$ cat src/rtl/arith_pkg.sv
// Shared constants for the filter-datapath arithmetic primitives.
// SAT_MAX/SAT_MIN are the clamp limits at the default width.
package arith_pkg;

   localparam int ARITH_WIDTH = 32;
   localparam int CLA_GROUP   = 4;

   localparam logic [ARITH_WIDTH-1:0] SAT_MAX = {1'b0, {(ARITH_WIDTH-1){1'b1}}};
   localparam logic [ARITH_WIDTH-1:0] SAT_MIN = {1'b1, {(ARITH_WIDTH-1){1'b0}}};

endpackage

$ cat src/rtl/cla4.sv
// 4-bit carry-lookahead adder slice.
// It also exports group propagate/generate for higher-level lookahead.
module cla4 (
   input  logic [3:0] a,
   input  logic [3:0] b,
   input  logic       cin,
   output logic [3:0] s,
   output logic       cout,
   output logic       pg,
   output logic       gg
);

   logic [3:0] w_p;
   logic [3:0] w_g;
   logic [4:0] w_c;

   assign w_p    = a ^ b;
   assign w_g    = a & b;
   assign w_c[0] = cin;
   assign w_c[1] = w_g[0] | (w_p[0] & cin);
   assign w_c[2] = w_g[1] | (w_p[1] & w_g[0]) | (w_p[1] & w_p[0] & cin);
   assign w_c[3] = w_g[2] | (w_p[2] & w_g[1]) | (w_p[2] & w_p[1] & w_g[0])
                 | (w_p[2] & w_p[1] & w_p[0] & cin);
   assign gg     = w_g[3] | (w_p[3] & w_g[2]) | (w_p[3] & w_p[2] & w_g[1])
                 | (w_p[3] & w_p[2] & w_p[1] & w_g[0]);
   assign pg     = &w_p;
   assign w_c[4] = gg | (pg & cin);

   assign s    = w_p ^ w_c[3:0];
   assign cout = w_c[4];

endmodule

$ cat src/rtl/adder32_reg.sv
// Registered add/subtract with optional signed saturation and status flags.
// Datapath is a ripple of cla4 groups; every output comes straight from a flop.
module adder32_reg
   import arith_pkg::*;
#(
   parameter int WIDTH = ARITH_WIDTH
) (
   input  logic             clk,
   input  logic             rst,
   input  logic             in_valid,
   input  logic             op_sub,
   input  logic             sat_en,
   input  logic [WIDTH-1:0] opA,
   input  logic [WIDTH-1:0] opB,
   output logic [WIDTH-1:0] sum,
   output logic             out_valid,
   output logic             carry,
   output logic             overflow,
   output logic             zero,
   output logic             negative
);

   localparam int NG = WIDTH / CLA_GROUP;
   localparam logic [WIDTH-1:0] L_SAT_MAX = {1'b0, {(WIDTH-1){1'b1}}};
   localparam logic [WIDTH-1:0] L_SAT_MIN = {1'b1, {(WIDTH-1){1'b0}}};

   logic [WIDTH-1:0] w_beff;
   logic [WIDTH-1:0] w_raw;
   logic [WIDTH-1:0] w_final;
   logic [NG:0]      w_c;
   logic [NG-1:0]    w_pg;
   logic [NG-1:0]    w_gg;
   logic             w_ovf;
   logic             w_unused_grp;

   // Subtraction is opA + ~opB + 1: the +1 enters as the chain carry-in.
   assign w_beff = op_sub ? ~opB : opB;
   assign w_c[0] = op_sub;

   for (genvar gi = 0; gi < NG; gi++) begin : g_cla
      cla4 u_cla4 (
         .a    (opA[gi*CLA_GROUP +: CLA_GROUP]),
         .b    (w_beff[gi*CLA_GROUP +: CLA_GROUP]),
         .cin  (w_c[gi]),
         .s    (w_raw[gi*CLA_GROUP +: CLA_GROUP]),
         .cout (w_c[gi+1]),
         .pg   (w_pg[gi]),
         .gg   (w_gg[gi])
      );
   end

   assign w_unused_grp = ^{w_pg, w_gg};

   assign w_ovf   = (opA[WIDTH-1] == w_beff[WIDTH-1]) && (w_raw[WIDTH-1] != opA[WIDTH-1]);
   assign w_final = (sat_en && w_ovf) ? (opA[WIDTH-1] ? L_SAT_MIN : L_SAT_MAX) : w_raw;

   always_ff @(posedge clk) begin
      if (rst) begin
         sum       <= '0;
         out_valid <= 1'b0;
         carry     <= 1'b0;
         overflow  <= 1'b0;
         zero      <= 1'b0;
         negative  <= 1'b0;
      end else if (in_valid) begin
         sum       <= w_final;
         out_valid <= 1'b1;
         carry     <= w_c[NG];
         overflow  <= w_ovf;
         zero      <= (w_final == '0);
         negative  <= w_final[WIDTH-1];
      end else begin
         out_valid <= 1'b0;
      end
   end

endmodule

$ cat config.mk
export PLATFORM = sky130hd
export DESIGN_NAME = adder32_reg
export DESIGN_NICKNAME = d
export VERILOG_FILES = /design/src/rtl/arith_pkg.sv /design/src/rtl/cla4.sv /design/src/rtl/adder32_reg.sv
export SDC_FILE = /design/constraint.sdc
export NUM_CORES = 1
export LEC_CHECK = 0
export BUFFER_PORTS_ARGS = -buffer_cell sky130_fd_sc_hd__buf_2
export CAP_MARGIN = 10
export CORE_MARGIN = 4
export CORE_UTILIZATION = 40
export CTS_CLUSTER_SIZE = 10
export DETAILED_ROUTE_END_ITERATION = 16
export GPL_TIMING_DRIVEN = 0
export PLACE_DENSITY = 0.68
export SYNTH_ARGS = -nofsm -noshare
export SYNTH_HDL_FRONTEND = slang
export SYNTH_HIERARCHICAL = 1
export SYNTH_SLANG_ARGS = --single-unit
$ cat constraint.sdc
create_clock -name clk -period 6.5 [get_ports clk]
set_input_delay 1.3 -clock clk [delete_from_list [all_inputs] [get_ports clk]]
set_output_delay 1.3 -clock clk [all_outputs]
set_load 0.01 [all_outputs]
* Word level (Yosys, flattened, before mapping)
Index checks and enable logic that the tools add are counted.
Word-level totals: output and inout port bits 37, register bits 37, word-level logic and storage cells 248, input port bits 69
Operators by class: reduce and logical (&&, ||, !) cells 11, muxes and demuxes 4, bitwise gates (word level) 225, equal/unequal tests 2
Operator list (count):
- 1-bit bitwise AND | 120
- 32-bit two-way mux | 3
- 1-bit bitwise OR | 80
- 4-bit bitwise XOR | 16
- 4-bit bitwise AND | 8
- 32-bit zero test | 1
- 32-bit NOT | 1
- 4-bit AND reduction | 8
- 1-bit logical AND | 2
- 1-bit == test | 1
- 1-bit two-way mux | 1
- 1-bit inequality test | 1

* Logic depth before layout (Yosys ltp)
Gate-level depths: netlist (run 1).
word-level depth 28, gate-level depth with buffers 34, depth with buffers taken out 31

* Modules after synthesis
The synthesis (run 1) kept the hierarchy.
Modules (own cells, without submodules):
- adder32_reg | area each 1831.8 µm², cells each 223, sequential area each 720.7 µm², instances 1
- cla4 | area each 193.9 µm², cells each 22, sequential area each 0.0 µm², instances 8

* Worst setup path before layout (run 1)
Ideal clock, no wire load.
path kind input port to flip-flop, start input port op_sub, end register zero, data required time 6.384 ns, path buffers 3, setup slack -0.285 ns, stages on the path 34, arrival time 6.669 ns, library setup time 0.116 ns, path through buf_6 > buf_2 > xor2_1 > ha_1 > a41oi_2 > o21ai_2 > a21o_1 > a41oi_2 > o21ai_2 > a21o_1 > a41oi_2 > o21ai_2 > a21o_1 > a41oi_2 > o21ai_2 > a21o_1 > a41oi_2 > o21ai_2 > a21o_1 > a41oi_2 > o21ai_2 > a21o_1 > a41oi_2 > o21ai_2 > a21o_1 > a41oi_2 > o21ai_2 > xor2_1 > and3b_1 > nand2_2 > o21a_1 > buf_4 > a21oi_1 > a31o_1
On the way: elaborated cells on any way between the ends 228, classes of those cells 2 x eq/ne; 2 x mux; 214 x bitwise; 10 x reduce/logical
RTL lines:
- start, declared | line adder32_reg.sv:11 | input logic op_sub,
- 32-bit two-way mux (*) | line adder32_reg.sv:37 | assign w_beff = op_sub ? ~opB : opB;
- via w_beff[1] | line adder32_reg.sv:27 | logic [WIDTH-1:0] w_beff;
- 4-bit bitwise AND or 4-bit bitwise XOR (tied branches) | line cla4.sv:18, cla4.sv:17
- 1-bit bitwise AND, on equally long branches | line cla4.sv:24, cla4.sv:25
- 1-bit bitwise OR or 1-bit bitwise AND (tied branches) | line cla4.sv:24, cla4.sv:25
- 1-bit bitwise OR | line cla4.sv:25 | | (w_p[3] & w_p[2] & w_p[1] & w_g[0]);
- 1-bit bitwise OR (*) | line cla4.sv:27 | assign w_c[4] = gg | (pg & cin);
- via w_c[1] | line adder32_reg.sv:30 | logic [NG:0] w_c;
- (+2 left out)
- via w_c[2] | line adder32_reg.sv:30
- (+2 left out)
- via w_c[3] | line adder32_reg.sv:30
- (+2 left out)
- via w_c[4] | line adder32_reg.sv:30
- (+2 left out)
- via w_c[5] | line adder32_reg.sv:30
- (+2 left out)
- via w_c[6] | line adder32_reg.sv:30
- (+2 left out)
- via w_c[7] | line adder32_reg.sv:30
- (+1 left out)
- 1-bit bitwise OR (*) | line cla4.sv:23 | | (w_p[2] & w_p[1] & w_p[0] & cin);
- 4-bit bitwise XOR (*) | line cla4.sv:29 | assign s = w_p ^ w_c[3:0];
- via w_raw[31] | line adder32_reg.sv:28 | logic [WIDTH-1:0] w_raw;
- 1-bit inequality test | line adder32_reg.sv:54 | assign w_ovf = (opA[WIDTH-1] == w_beff[WIDTH-1]) && (w_raw[WIDTH-1] != opA[WIDTH-1]);
- 1-bit logical AND | line adder32_reg.sv:54
- 1-bit logical AND | line adder32_reg.sv:55 | assign w_final = (sat_en && w_ovf) ? (opA[WIDTH-1] ? L_SAT_MIN : L_SAT_MAX) : w_raw;
- 32-bit two-way mux (*) | line adder32_reg.sv:55
- 32-bit zero test (*) | line adder32_reg.sv:70 | zero <= (w_final == '0);
- end signal, assigned | line adder32_reg.sv:70
- end, declared | line adder32_reg.sv:19 | output logic zero,
Mark *: on every way through the listed nets, which the timed path passes. The rest lies on a longest branch. A chain may end at the register's enable or synchronous reset.

* Worst setup path after layout (run 1)
start input port op_sub, end register sum[15]
On the way: word-level cells in the longest chain between the ends 26, elaborated cells on any way between the ends 117, classes of those cells 2 x eq/ne; 2 x mux; 104 x bitwise; 9 x reduce/logical
RTL lines:
- 32-bit two-way mux (*) | line adder32_reg.sv:37
- via w_beff[2] | line adder32_reg.sv:27
- 4-bit bitwise AND or 4-bit bitwise XOR (tied branches) | line cla4.sv:18, cla4.sv:17
- 1-bit bitwise AND, on equally long branches | line cla4.sv:24, cla4.sv:25
- 1-bit bitwise OR (tied with other cells) | line cla4.sv:24 | assign gg = w_g[3] | (w_p[3] & w_g[2]) | (w_p[3] & w_p[2] & w_g[1])
- 1-bit bitwise OR or 1-bit bitwise AND (tied branches) | line cla4.sv:24, cla4.sv:25
- 1-bit bitwise OR | line cla4.sv:25
- 1-bit bitwise OR (*) | line cla4.sv:27
- via w_c[1] | line adder32_reg.sv:30
- (+2 left out)
- via w_c[2] | line adder32_reg.sv:30
- (+2 left out)
- via w_c[3] | line adder32_reg.sv:30
- (+2 left out)
- via w_c[4] | line adder32_reg.sv:30
- (+2 left out)
- via w_c[5] | line adder32_reg.sv:30
- (+2 left out)
- via w_c[6] | line adder32_reg.sv:30
- (+2 left out)
- via w_c[7] | line adder32_reg.sv:30
- 1-bit bitwise AND (*) | line cla4.sv:23
- 1-bit bitwise OR (*) | line cla4.sv:23
- 4-bit bitwise XOR (*) | line cla4.sv:29
- via w_raw[31] | line adder32_reg.sv:28
- 1-bit inequality test (*) | line adder32_reg.sv:54
- 1-bit logical AND (*) | line adder32_reg.sv:54
- 1-bit logical AND (*) | line adder32_reg.sv:55
- 32-bit two-way mux (*) | line adder32_reg.sv:55
- end signal, assigned | line adder32_reg.sv:66 | sum <= w_final;
- end, declared | line adder32_reg.sv:15 | output logic [WIDTH-1:0] sum,
Marked as above.

==> flow_summary.ini, run 1 <==
[run_status]
outcome = finished, final reports clean

[sta]
timing.final.hold_violations = 0
post-route-worst-setup-slack_ns = 0.0196
max_slew_margin_pct = 59.2
final_min_period_ns = 6.48
setup_viol = 0
final_min_period_over_clock_period_pct = 99.7
tightest_slew_ns = 0.612
finalClockSkew_ns = 0
setup_repair_after_global_routing_missed_its_margin = true
achievable-frequency_ghz = 0.154
slew_violations = 0

[drt]
drcViolationCount = 0
vias_per_cell = 5.05
wl_per_cell_um = 14.6
drt_iter0_drc = 136
num_vias = 3188
drt.antenna.violating_nets = 0
routed_wirelength_um = 9180
detailed_router_iteration_count_before_antenna_repair = 4

[job]
maxCapViolCount = 0

[worst_setup_path]
critical_path.startpoint_type = input pin
regToRegEndpoint = zero
ff_to_ff_start = zero
critical_path_arrival_ns = 6.69
worst-setup-path-type = input pin to flop
r2r.worst_path.cells = 2
worstSetupPathDepth = 36
required_ns = 6.71
reg2reg_setup_slack_ns = 5.72
timing.critical_path.slowest_stage_cell = sky130_fd_sc_hd__ha_1
timing.critical_path.buf_inv = 6
critical_path.max_stage_delay_ns = 0.32
end_kind = flop
timing.critical_path.fanout_max = 6
critical_path.top_delay_family = compound AO/OA/AOI/OAI gates

[power]
power_switching_share_pct = 39.4
power_frac_seq_pct = 28.1
clock_power_share_pct = 15.9
worst_ir_drop_vdd_uv = 86.1
internal_power_summed_over_all_cells_w = 0.000568
total_leakage_power_nw = 2.23
comb_power_share_pct = 56.0
power-per-cell-area_nw_per_um2 = 210
netSwitchingPower_w = 0.000369

[finish]
final_cell_mix = 105 x sky130_fd_sc_hd__buf_2, 41 x sky130_fd_sc_hd__inv_1, 39 x sky130_fd_sc_hd__buf_4
layout-drive-gt1-share_pct = 41.5
layout_commonest_cell = sky130_fd_sc_hd__buf_2
final_nets = 637
postLayoutCoreUtil_pct = 57.6
area_growth_syn_to_layout_pct = 39.9

[floorplan]
die_area_um2 = 9450
initial_utilization_pct = 41.2
io_pins = 106
core_region_area_um2 = 7730
rows = 32
fp.dieW_um = 97.2
fp.dieH_um = 97.2

[synth]
post_synth_inst_count = 375
synthesis.nets = 484
post_synth_instance_area_um2 = 3180
syn_area_per_cell_um2 = 8.49
synth-warning-count = 6

[place]
finalWeightedCongestion = 0.873
detailedPlacementHpwl_um = 6810
io_buffers = 104
placement.setup.worst_slack_ns = -0.725

[grt]
grt_start_max_net_pins = 11
grt_util_all_layers_pct = 18.2
number_of_global_route_vias_before_repair = 3074
antenna_found_initial = 0
overflow = 0
grt_pass1_wl_um = 14400

[clocking]
cts_tree = done
clockBufferDepth = 2
clock-root-buffer = sky130_fd_sc_hd__clkbuf_8
clock_sink_count = 36
worst_setup_hold_path_clk_slew_ns = 0.07
htree_num_levels = 2
worst_skew_pair.late_latency_ns = 0.28
cts-buffers-inserted = 5

[hold_path]
hold_class = flop to flop
hold-path-endpoint = sum[2]
worst_hold_path.num_cells = 2
min_from = sum[2]
==> repair_timing <==
item	4_1_cts	5_1_grt
buffers inserted	18	20
cloned	1	3
hold buffers	0	0
gates resized for setup	5	59
pin swaps	11	27
endpoints found under the setup margin	33	34
hold endpoints to repair	0	0
==> metal layers <==
layer | global-route usage [%] | up-vias | share of wire (%)
met5 | 0 | - | 0
met2 | 31.7 | 96 | 52
met3 | 5.10 | 5 | 7.0
li1 | - | 1583 | -
met4 | 4.54 | 0 | 0.49
met1 | 22.2 | 1504 | 41
==> power by group through the flow <==
stage / clock, W / combinational [W] / sequential [W]
finish: 0.000149 / 0.000524 / 0.000263
global route: 0.000159 / 0.000577 / 0.000266
CTS: 0.000151 / 0.000458 / 0.000263
detailed placement: 0 / 0.000419 / 0.000268
global placement: 0 / 0.000408 / 0.000267
floorplan: 0 / 0.000290 / 0.000279
==> worst register-to-register path, delay by kind of cell, from the launching register on <==
kind / cells / cell delay (ns)
compound gates: 1 / 0.21
simple gates: 1 / 0.14
flops: 1 / 0.33
==> final cells by class <==
| class | count | area [µm²] |
|---|---|---|
| fillers | 704 | 3270 |
| multi-input cells | 278 | 2350 |
| repair buffers | 146 | 861 |
| flip-flops and latches | 36 | 721 |
| inverters | 42 | 158 |
| plain buffers | 19 | 154 |
| well taps | 102 | 128 |
| clock buffers | 6 | 72.6 |
| clock inverters | 1 | 5.00 |
| diodes | 1 | 2.50 |
==> how the worst max path moves through the flow <==
| stage | startpoint | end |
|---|---|---|
| after floorplan | op_sub | zero |
| after global placement | op_sub | zero |
| after detailed placement | op_sub | zero |
| after CTS | op_sub | sum[8] |
| after global routing | op_sub | sum[15] |
| final | op_sub | sum[15] |
==> flip-flops by register name, indices dropped and copies added, names as in the netlist <==
name	count
carry	1
out_valid	1
overflow	1
sum	32
zero	1
==> stage by stage <==
step / setup TNS (ns) / total power, W / area (µm²) / hold WS [ns] / cells
2_1_floorplan: 0 / 0.000569 / 3200 / 0.495 / 375
6_report: 0 / 0.000937 / 4450 / 0.478 / 631
5_1_grt: -6.57 / 0.00100 / 4450 / 0.491 / 630
3_3_place_gp: -16.48 / 0.000675 / 3840 / 0.462 / 581
4_1_cts: 0 / 0.000872 / 4090 / 0.478 / 607
3_5_place_dp: -20.23 / 0.000687 / 3840 / 0.464 / 581
Note: power is estimated with default switching activity, not from simulation.
==> inputs of run 2 (changes only) <==
CORE_UTILIZATION = 47   (was 40)
PLACE_DENSITY = 0.77   (was 0.68)
==> run 2 against run 1 <==
Effect of this change:
- critical path depth decreased by 2
- sequential share of layout area rose by 0.95 points
- largest power group unchanged
- first-iteration DRC count shrank 32%
- sequential cell count unchanged
==> flow_summary.ini, run 2 (synthesis results as in run 1) <==
[run_status]
outcome = finished, final reports clean

[floorplan]
initial_utilization_pct = 49.3
io_pins = 106
fp.dieW_um = 90.3
die_area_um2 = 8150
core_region_area_um2 = 6460
fp.dieH_um = 90.3
rows = 29

[hold_path]
worst_hold_path.num_cells = 2
hold_class = flop to flop
hold-path-endpoint = sum[20]
min_from = sum[20]

[sta]
achievable-frequency_ghz = 0.156
max_slew_margin_pct = 66.8
worst_hold_check_slack_ns = 0.476
slew_violations = 0
post-route-worst-setup-slack_ns = 0.0838
timing.final.hold_violations = 0
final_min_period_ns = 6.42
setup_viol = 0
finalClockSkew_ns = 0
tightest_slew_ns = 0.498
final_min_period_over_clock_period_pct = 98.7
fin_tns_setup_ns = 0
setup_repair_after_global_routing_missed_its_margin = true

[finish]
final_cell_mix = 105 x sky130_fd_sc_hd__buf_2, 41 x sky130_fd_sc_hd__inv_1, 38 x sky130_fd_sc_hd__xor2_1, 38 x sky130_fd_sc_hd__nor2_1, 36 x sky130_fd_sc_hd__dfxtp_1
fin_cells = 585
layout_commonest_cell = sky130_fd_sc_hd__buf_2
registers.top_by_ff_count = sum
n_fill_cell = 529
final_nets = 615
layout-drive-gt1-share_pct = 37.5
area_growth_syn_to_layout_pct = 32.2
largest_register_ffs = 32

[worst_setup_path]
critical_path.startpoint_type = input pin
timing.critical_path.slowest_stage_cell = sky130_fd_sc_hd__ha_1
critical_path.max_stage_delay_ns = 0.33
end_kind = flop
timing.critical_path.fanout_max = 10
worst-setup-path-type = input pin to flop
regToRegEndpoint = zero
ff_to_ff_start = zero
reg2reg_setup_slack_ns = 5.74
r2r.worst_path.cells = 2
required_ns = 6.65
critical_path_arrival_ns = 6.56

[drt]
top_signal_layer_used = met4
wl_met1_um = 3590
vias_per_cell = 5.25
drt_iter0_drc = 92
routed-wl-met3_um = 469
detailed_router_iteration_count_before_antenna_repair = 4
drcViolationCount = 0
num_vias = 3072
wl_per_cell_um = 14.7
routed_wirelength_um = 8570
met2RoutedLength_um = 4310
drt.antenna.violating_nets = 0

[grt]
grt_util_all_layers_pct = 20.3
overflow = 0
grt_pass1_wl_um = 13900
grt_start_max_net_pins = 12
number_of_global_route_vias_before_repair = 3012
antenna_found_initial = 0

[power]
worst_ir_drop_vdd_uv = 96.4
total_leakage_power_nw = 2.13
power-per-cell-area_nw_per_um2 = 226

[clocking]
clock-root-buffer = sky130_fd_sc_hd__clkbuf_8
htree_num_levels = 2
cts_hold_buffers = 0
clock_sink_count = 36
worst_skew_pair.late_latency_ns = 0.28
cts-buffers-inserted = 5
clockBufferDepth = 2
worst_setup_hold_path_clk_slew_ns = 0.07
cts_tree = done

[place]
io_buffers = 104
placement.setup.worst_slack_ns = -0.696
detailedPlacementHpwl_um = 6820
dpl.cell_count = 556
finalWeightedCongestion = 0.858

[job]
maxCapViolCount = 0
[run 2: cell count changes in the layout (fill, tap and decap cells not counted), sizes merged]
cell / before / now
buf: 159 / 133
bufinv: 0 / 1
clkbuf: 12 / 17
clkinv: 1 / 0
[run 2: area by class of cell]
type                    instances  area, µm²  area share [%]
multi-input cells             278       2290            54.5
clock inverters                 1       30.0           0.714
repair buffers                124        684            16.3
inverters                      42        158            3.75
plain buffers                  19        128            3.03
flip-flops and latches         36        721            17.1
well taps                      77       96.3            2.29
diodes                          1       2.50          0.0595
clock buffers                   7       96.3            2.29
[run 2: routing by layer]
layer / vias to the layer above / track usage (%)
met3: 16 / 4.92
met1: 1411 / 24.5
met4: 0 / 5.87
met5: - / 0
met2: 89 / 35.8
li1: 1556 / -
[run 2: power by group]
group          switching (W)  internal [W]
clock              0.0000775      0.000135
sequential         0.0000157      0.000248
combinational       0.000261      0.000212
[run 2: worst max path at each step]
stage | end | cells past startpoint | slack (ns) | start
floorplan | zero | 34 | 0.02 | op_sub
global placement | zero | 35 | -0.59 | op_sub
detailed placement | zero | 35 | -0.70 | op_sub
CTS | zero | 35 | 0.001 | op_sub
global route | zero | 36 | -0.09 | op_sub
finish | sum[24] | 34 | 0.08 | op_sub
[run 2: stage by stage]
| stage | utilization [%] | total power [W] | area (µm²) |
|---|---|---|---|
| floorplan | - | 0.000569 | 3200 |
| global placement | 59.0 | 0.000672 | 3810 |
| detailed placement | 59.0 | 0.000686 | 3810 |
| CTS | 62.5 | 0.000919 | 4040 |
| global route | 65.1 | 0.00101 | 4200 |
| finish | 65.1 | 0.000950 | 4210 |
[run 2: critical path, delay by kind of cell]
family	cells	cell delay, ns
XOR/XNOR	2	0.30
AO/OA/AOI/OAI	24	3.64
buffers and inverters	4	0.53
AND/OR/NAND/NOR	3	0.44
adder cells (fa/ha/maj)	1	0.33
[run 2: repair_timing]
action | CTS | global route
pin swaps | 11 | 17
gates resized for setup | 4 | 27
setup buffers | 10 | 9
gates cloned | 0 | 1
endpoints found under the setup margin | 33 | 34
==> inputs of run 3 (changes only) <==
GPL_TIMING_DRIVEN = 1   (was 0)
==> run 3 against run 2 <==
Effect of this change:
- clock power decreased by 20%
- core utilization increased by 0.85 points
- via count increased by 2.0%
- clock skew unchanged
- cell count decreased by 1.0%
- sequential cell count unchanged
- combinational power increased by 5.1%
- total power decreased by 2.1%
- critical path type unchanged
- largest cell class unchanged
==> flow_summary.ini, run 3 (synthesis results as in run 1) <==
[run_status]
outcome = finished, final reports clean

[drt]
met2RoutedLength_um = 4500
vias_per_cell = 5.41
routed-wl-met3_um = 623
top_signal_layer_used = met4
drt_iter0_drc = 105
wl_per_cell_um = 15.5
drcViolationCount = 0
num_vias = 3133
wl_met1_um = 3620
detailed_router_iteration_count_before_antenna_repair = 4
routed_wirelength_um = 8950
drt.antenna.violating_nets = 0

[sta]
setup_viol = 0
final_min_period_over_clock_period_pct = 98.3
timing.final.hold_violations = 0
worst_hold_check_slack_ns = 0.475
post-route-worst-setup-slack_ns = 0.109
finalClockSkew_ns = 0
final_min_period_ns = 6.39
max_slew_margin_pct = 46.9
tightest_slew_ns = 0.797
slew_violations = 0
achievable-frequency_ghz = 0.156
setup_repair_after_global_routing_missed_its_margin = true

[place]
io_buffers = 105
placed_cell_area_um2 = 3790
detailedPlacementHpwl_um = 6390
placement.setup.worst_slack_ns = -0.166
finalWeightedCongestion = 0.850

[finish]
diodes = 0
layout-drive-gt1-share_pct = 39.8
area_growth_syn_to_layout_pct = 33.9
layout_commonest_cell = sky130_fd_sc_hd__buf_2
final_cell_mix = 102 x sky130_fd_sc_hd__buf_2, 41 x sky130_fd_sc_hd__inv_1, 38 x sky130_fd_sc_hd__nor2_1
final_nets = 610
design_area_um2 = 4260
n_fill_cell = 532
postLayoutCoreUtil_pct = 66.0
largest_register_ffs = 32
registers.top_by_ff_count = sum
final-seq-area_um2 = 721
multi_input_area_um2 = 2340

[worst_setup_path]
timing.critical_path.slowest_stage_cell = sky130_fd_sc_hd__ha_1
timing.critical_path.buf_inv = 4
critical_path_arrival_ns = 6.59
critical_path.startpoint_type = input pin
worst-setup-path-type = input pin to flop
critical_path.max_stage_delay_ns = 0.35
timing.critical_path.fanout_max = 8
end_kind = flop
required_ns = 6.70
critical_path.top_delay_family = compound AO/OA/AOI/OAI gates

[job]
maxCapViolCount = 0

[clocking]
clockBufferDepth = 2
cts_tree = done
cts-buffers-inserted = 5
cts_hold_buffers = 0
worst_setup_hold_path_clk_slew_ns = 0.07
clock-root-buffer = sky130_fd_sc_hd__clkbuf_8
worst_skew_pair.late_latency_ns = 0.29
htree_num_levels = 2
clock_sink_count = 36

[power]
worst_ir_drop_vdd_uv = 105
power-per-cell-area_nw_per_um2 = 218
total_leakage_power_nw = 2.14
report.power.total_w = 0.000930

[floorplan]
io_pins = 106
fp.dieW_um = 90.3
core_region_area_um2 = 6460
die_area_um2 = 8150
fp.dieH_um = 90.3
rows = 29
initial_utilization_pct = 49.3

[hold_path]
hold_class = flop to flop

[grt]
grt_pass1_wl_um = 13200
overflow = 0
number_of_global_route_vias_before_repair = 2946
grt_start_max_net_pins = 40
grt_util_all_layers_pct = 19.4
antenna_found_initial = 0
run 3: repair_timing:
action                     in CTS  in global routing
resized for setup               0                 35
setup endpoints to repair       0                 32
buffers inserted                0                 22
run 3: metal layers:
layer	GRT usage, %	vias up
met5	0	-
met4	6.38	0
met3	4.58	17
met2	33.1	111
met1	24.0	1470
li1	-	1535
run 3: final timing paths:
check               start       to  slack (ns)  cells past startpoint
setup / recovery   opB[2]     zero        0.11                     34
hold reg to reg   sum[24]  sum[24]        0.47                      2
hold / removal    sum[24]  sum[24]        0.47                      2
setup reg to reg     zero     zero        5.73                      2
run 3: through the flow:
step,std cells,setup TNS [ns]
3_3_place_gp,546,0
6_report,579,0
5_1_grt,579,-3.45
4_1_cts,554,0
3_5_place_dp,546,-2.52
2_1_floorplan,375,0
run 3: worst reg2reg max path, cell delays in order, from the launching register on:
cell and delay [ns]:
sky130_fd_sc_hd__dfxtp_1 0.32, sky130_fd_sc_hd__nor3b_1 0.14, sky130_fd_sc_hd__a31o_1 0.21
run 3: power breakdown:
part | total [W] | switching [W] | internal [W]
Combinational | 0.000497 | 0.000270 | 0.000227
Clock | 0.000170 | 0.0000836 | 0.0000862
Sequential | 0.000263 | 0.0000151 | 0.000248
Total | 0.000930 | 0.000369 | 0.000561
run 3: final cells by class:
cell class                      count  area share (%)
Timing Repair Buffer              138            20.1
Multi-Input combinational cell    278            54.9
Clock buffer                        7            2.03
Sequential cell                    36            16.9
Inverter                           42            3.70
Clock inverter                      1           0.176
Tap cell                           77            2.26
